===== config.mk =====
export PLATFORM = sky130hd
export DESIGN_NAME = mfp_uart_transmitter
export DESIGN_NICKNAME = d
export VERILOG_FILES = /design/src/rtl/mfp_uart_pkg.sv /design/src/rtl/mfp_uart_tx_fifo.sv /design/src/rtl/mfp_uart_transmitter.sv
export SDC_FILE = /design/constraint.sdc
export NUM_CORES = 1
export LEC_CHECK = 0
export BUFFER_PORTS_ARGS = -buffer_cell sky130_fd_sc_hd__buf_2
export CELL_PAD_IN_SITES_DETAIL_PLACEMENT = 1
export CELL_PAD_IN_SITES_GLOBAL_PLACEMENT = 1
export CORE_MARGIN = 5
export CORE_UTILIZATION = 43
export DETAILED_ROUTE_END_ITERATION = 6
export GPL_TIMING_DRIVEN = 0
export PLACE_DENSITY = 0.66
export SYNTH_ARGS = -nofsm -noshare
export SYNTH_HDL_FRONTEND = slang
export SYNTH_SLANG_ARGS = --single-unit

===== constraint.sdc =====
create_clock -name clk -period 5 [get_ports clk]
set_clock_uncertainty 0.2 [all_clocks]
set_input_delay 0.25 -clock clk [delete_from_list [all_inputs] [get_ports clk]]
set_output_delay 0.25 -clock clk [all_outputs]
set_load 0.03 [all_outputs]

===== src/rtl/mfp_uart_pkg.sv =====
// Shared definitions for the MFP UART transmitter: FSM encoding and frame constants.
package mfp_uart_pkg;

  typedef enum logic [1:0] {
    IDLE  = 2'd0,
    START = 2'd1,
    DATA  = 2'd2,
    STOP  = 2'd3
  } uart_state_t;

  localparam int DEFAULT_CLKS_PER_BIT = 217;
  localparam int FRAME_BITS           = 10;
  localparam int DATA_BITS            = 8;

endpackage


===== src/rtl/mfp_uart_tx_fifo.sv =====
// Synchronous byte FIFO feeding the UART transmitter; head byte is visible combinationally.
module mfp_uart_tx_fifo #(
  parameter int DEPTH = 4
) (
  input  logic                   clk,
  input  logic                   reset,
  input  logic                   push,
  input  logic [7:0]             push_data,
  input  logic                   pop,
  output logic [7:0]             head_data,
  output logic [$clog2(DEPTH):0] count,
  output logic                   full,
  output logic                   empty
);

  localparam int AW = $clog2(DEPTH);

  logic [7:0]    mem [DEPTH];
  logic [AW-1:0] wr_ptr;
  logic [AW-1:0] rd_ptr;
  logic          push_ok;
  logic          pop_ok;

  // A push while full is dropped even when a pop lands in the same cycle.
  assign full    = (count == (AW+1)'(DEPTH));
  assign empty   = (count == '0);
  assign push_ok = push && !full;
  assign pop_ok  = pop && !empty;

  assign head_data = mem[rd_ptr];

  always_ff @(posedge clk) begin
    if (push_ok) begin
      mem[wr_ptr] <= push_data;
    end
  end

  // DEPTH is a power of two, so pointer overflow gives the modulo wrap.
  always_ff @(posedge clk or posedge reset) begin
    if (reset) begin
      wr_ptr <= '0;
      rd_ptr <= '0;
      count  <= '0;
    end else begin
      if (push_ok) begin
        wr_ptr <= wr_ptr + AW'(1);
      end
      if (pop_ok) begin
        rd_ptr <= rd_ptr + AW'(1);
      end
      case ({push_ok, pop_ok})
        2'b10:   count <= count + (AW+1)'(1);
        2'b01:   count <= count - (AW+1)'(1);
        default: count <= count;
      endcase
    end
  end

endmodule


===== src/rtl/mfp_uart_transmitter.sv =====
// 8N1 UART transmitter with a small byte FIFO; back-to-back frames leave no idle gap.
module mfp_uart_transmitter
  import mfp_uart_pkg::*;
#(
  parameter int CLKS_PER_BIT = DEFAULT_CLKS_PER_BIT,
  parameter int FIFO_DEPTH   = 4
) (
  input  logic                        clk,
  input  logic                        reset,
  input  logic                        wr_valid,
  input  logic [7:0]                  wr_data,
  output logic                        wr_ready,
  output logic [$clog2(FIFO_DEPTH):0] fifo_count,
  output logic                        busy,
  output logic                        UART_TX
);

  localparam int              CW        = $clog2(CLKS_PER_BIT);
  localparam logic [CW-1:0]   BAUD_LAST = CW'(CLKS_PER_BIT - 1);
  localparam logic [2:0]      BIT_LAST  = 3'(DATA_BITS - 1);

  uart_state_t   state;
  uart_state_t   state_next;
  logic [CW-1:0] baud_cnt;
  logic [2:0]    bit_idx;
  logic [7:0]    shift_reg;
  logic          tx_q;
  logic          tx_next;
  logic          baud_last;
  logic          fifo_pop;
  logic          fifo_full;
  logic          fifo_empty;
  logic [7:0]    fifo_head;

  mfp_uart_tx_fifo #(
    .DEPTH (FIFO_DEPTH)
  ) u_fifo (
    .clk       (clk),
    .reset     (reset),
    .push      (wr_valid),
    .push_data (wr_data),
    .pop       (fifo_pop),
    .head_data (fifo_head),
    .count     (fifo_count),
    .full      (fifo_full),
    .empty     (fifo_empty)
  );

  assign baud_last = (baud_cnt == BAUD_LAST);
  assign wr_ready  = !fifo_full;
  assign busy      = (state != IDLE) || (fifo_count != '0);
  assign UART_TX   = tx_q;

  always_ff @(posedge clk or posedge reset) begin
    if (reset) begin
      state <= IDLE;
    end else begin
      state <= state_next;
    end
  end

  always_comb begin
    state_next = state;
    case (state)
      IDLE:  if (!fifo_empty) state_next = START;
      START: if (baud_last) state_next = DATA;
      DATA:  if (baud_last && (bit_idx == BIT_LAST)) state_next = STOP;
      STOP:  if (baud_last) state_next = fifo_empty ? IDLE : START;
      default: state_next = IDLE;
    endcase
  end

  // The line value is registered from the current state, so it trails the FSM by one cycle.
  always_comb begin
    tx_next  = 1'b1;
    fifo_pop = 1'b0;
    case (state)
      IDLE: begin
        tx_next  = 1'b1;
        fifo_pop = !fifo_empty;
      end
      START: tx_next = 1'b0;
      DATA:  tx_next = shift_reg[0];
      STOP: begin
        tx_next  = 1'b1;
        fifo_pop = baud_last && !fifo_empty;
      end
      default: tx_next = 1'b1;
    endcase
  end

  always_ff @(posedge clk or posedge reset) begin
    if (reset) begin
      baud_cnt  <= '0;
      bit_idx   <= '0;
      shift_reg <= '0;
      tx_q      <= 1'b1;
    end else begin
      tx_q <= tx_next;
      if ((state == IDLE) || baud_last) begin
        baud_cnt <= '0;
      end else begin
        baud_cnt <= baud_cnt + CW'(1);
      end
      if (fifo_pop) begin
        shift_reg <= fifo_head;
      end else if ((state == DATA) && baud_last) begin
        shift_reg <= {1'b0, shift_reg[7:1]};
      end
      if (state != DATA) begin
        bit_idx <= '0;
      end else if (baud_last) begin
        bit_idx <= bit_idx + 3'd1;
      end
    end
  end

endmodule

==> results.cfg <==
[placement]
place.gp.congestion = 0.708
io_buffers = 16
place_inst = 272
place_hpwl_mm = 3.60

[layout]
final_cells = 296
layout.nets = 239
nFillCells = 647
register_area_sq_um = 1690
largest_reg_flops = 32
antennaDiodeCount = 0
area_growth_pct = 15.1
drive_above_1_share = 0.256
multi_input_area_sq_um = 1000

[setup_path]
slowest_stage = nor3_4
cp.required_ps = 5030
crit_type = reg -> reg
worstRegToRegCells = 11
cp_num_buf_inv = 2
cpPeakStageDelay_ps = 450
crit_fanout = 10
critical_path.cell_chain = inv_1, ha_1, nor2b_1, a41oi_2, nor3_4, ha_1, inv_1, fa_1, xor2_1, nor2_1, xor2_1
cp_data_arrival_time_ps = 2990
crit_family = simple AND/OR/NAND/NOR gates
crit_cells = 11
cp-start-kind = register
cp-end-kind = register

[route]
drt-initial-drc-count = 52
vias = 1524
post_drt_wl_per_cell_um = 17.2
drc = 0
routed_via_density = 5.15
routed_wl_mm = 5.09
dr.pass1.iters = 4
drtAntennaViolNets = 0

[pwr]
vdd_ir_drop_max_uv = 346
p_leak_nw = 1.30
power_density_nw_per_um2 = 382

[synthesis]
synth_fp_nets = 204
synth-simple-area-share = 0.0833
synth_xor_area_frac = 0.0412
ys.flop_type = edfxtp_1
synth_top_family_by_area = multiplexers
yosysWarnings = 0
ys_types = 38
ys_seq_area_frac = 0.611
synth_edf_count = 32
synth-async-reset-ratio = 0.475
syn_avg_cell_area_sq_um = 15.4
synth_compound_area_frac = 0.0217
synth_seq_cells = 61
synth_fa_ha_area_frac = 0.0661
syn_inst = 179
netlist_area_sq_um = 2760
synth_mux_area_frac = 0.151

[cts]
postCtsSetupBuffers = 0
tritoncts = yes
clock_sinks = 61
cts-root-buf = clkbuf_8
clockBufferDepth = 2
clkTransAtPathRegs_ps = 60
ctsHoldBuffers = 8
insertion_delay_ps = 320
htreeDepth = 3
cts_resized = 0
cts_buffers = 9

[timing]
hold_violations = 0
post-route-min-period_ps = 2950
maxSlewViolCount = 0
rsz0062_at_grt = no
max_freq_mhz = 339
setup_tns_ps = 0
setup_viol = 0
tightest_slew_ps = 1140
relSlewSlack = 0.238
whs_ps = 17.6
fin_crit_sh = 0.591

[outcome]
status = completed

[die]
rows = 29
die_x_um = 90.2
initial_core_util = 0.438
dieArea_sq_um = 8130
core_area_sq_um = 6310
die_y_um = 90.2
pin_count = 17

[job]
drv_cap = 0

[global_route]
grt_pass1_vias = 1772
grt_pass1_wl_mm = 8.56
grt_antenna_before_repair = 0
grt_max_degree = 30
grtUsageTotal = 0.136
grt_overflow = 0

[worst_hold_path]
hp-class = in -> async
-- synthesized netlist by cell type (all sizes together) (2+ instances only) --
cell / n / area share
ha: 13 / 0.059
nor2b: 4 / 0.0091
nor2: 10 / 0.014
nor3: 3 / 0.0095
nand3: 4 / 0.0072
mux2i: 3 / 0.011
clkbuf: 2 / 0.0027
and2: 2 / 0.0045
or3: 2 / 0.0045
buf: 2 / 0.0054
and3: 5 / 0.012
xor2: 6 / 0.019
edfxtp: 32 / 0.35
dfrtp: 28 / 0.25
mux2: 17 / 0.075
inv: 13 / 0.018
mux4: 8 / 0.065
xnor2: 7 / 0.022
nand2: 4 / 0.0054
-- final timing paths --
check	start	endpoint	slack [ps]
worst min register to register	baud_cnt[0]	baud_cnt[0]	300
min in group clk	wr_valid	u_fifo.wr_ptr[0]	150
max in group asynchronous	reset	u_fifo.count[0]	3900
worst max-delay path	baud_cnt[0]	u_fifo.count[2]	2050
worst min-delay path	reset	shift_reg[5]	20
worst max register to register	baud_cnt[0]	u_fifo.count[2]	2050
-- cells by family after synthesis --
| family | after synthesis |
|---|---|
| AO/OA/AOI/OAI | 6 |
| XOR/XNOR | 13 |
| adder cells (fa/ha/maj) | 14 |
| buffers and inverters | 17 |
| flip-flops | 61 |
| multiplexers | 28 |
| AND/OR/NAND/NOR | 40 |
-- cell type report --
cell class | instances | area share
flip-flops and latches | 61 | 0.531
multi-input cells | 101 | 0.315
repair buffers | 24 | 0.0504
clock buffers | 13 | 0.0468
well taps | 77 | 0.0303
inverters | 13 | 0.0153
plain buffers | 4 | 0.00708
clock inverters | 3 | 0.00393
-- layer usage --
| metal | GRT usage | share of wire | vias to the layer above |
|---|---|---|---|
| met3 | 0.0284 | 0.023 | 7 |
| met4 | 0.0707 | 0.015 | 0 |
| met1 | 0.159 | 0.45 | 778 |
| met2 | 0.233 | 0.51 | 20 |
| met5 | 0 | 0 | - |
| li1 | - | - | 719 |
-- cells in the final DEF, fill, tap and decap left out, drive strengths merged, types with 2 or more instances in the layout --
cell type,synthesis,final
nor2,10,10
buf,2,18
nor3,3,3
dlygate4sd3,0,8
or3,2,2
mux2,17,17
xnor2,7,7
and2,2,2
edfxtp,32,32
mux2i,3,3
clkbuf,2,15
nor2b,4,4
mux4,8,8
nand3,4,4
clkinv,0,3
inv,13,13
xor2,6,6
and3,5,5
ha,13,13
nand2,4,4
dfrtp,28,28
-- metrics by stage --
stage / total power [W] / util / setup slack (ps) / cell area, sq um
floorplan: 0.000788 / - / 2410 / 2760
global placement: 0.000839 / 0.466 / 2150 / 2940
detailed placement: 0.000862 / 0.466 / 2020 / 2940
CTS: 0.00123 / 0.504 / 2000 / 3180
global route: 0.00128 / 0.504 / 1890 / 3180
finish: 0.00122 / 0.504 / 2050 / 3180
-- power breakdown --
group | internal (W) | leakage [nW] | switching, W
combinational | 0.0000752 | 0.573 | 0.000134
sequential | 0.000610 | 0.644 | 0.0000318
clock | 0.000190 | 0.0825 | 0.000174
total | 0.000875 | 1.30 | 0.000340
No activity file was read; power rests on OpenSTA's default activity.
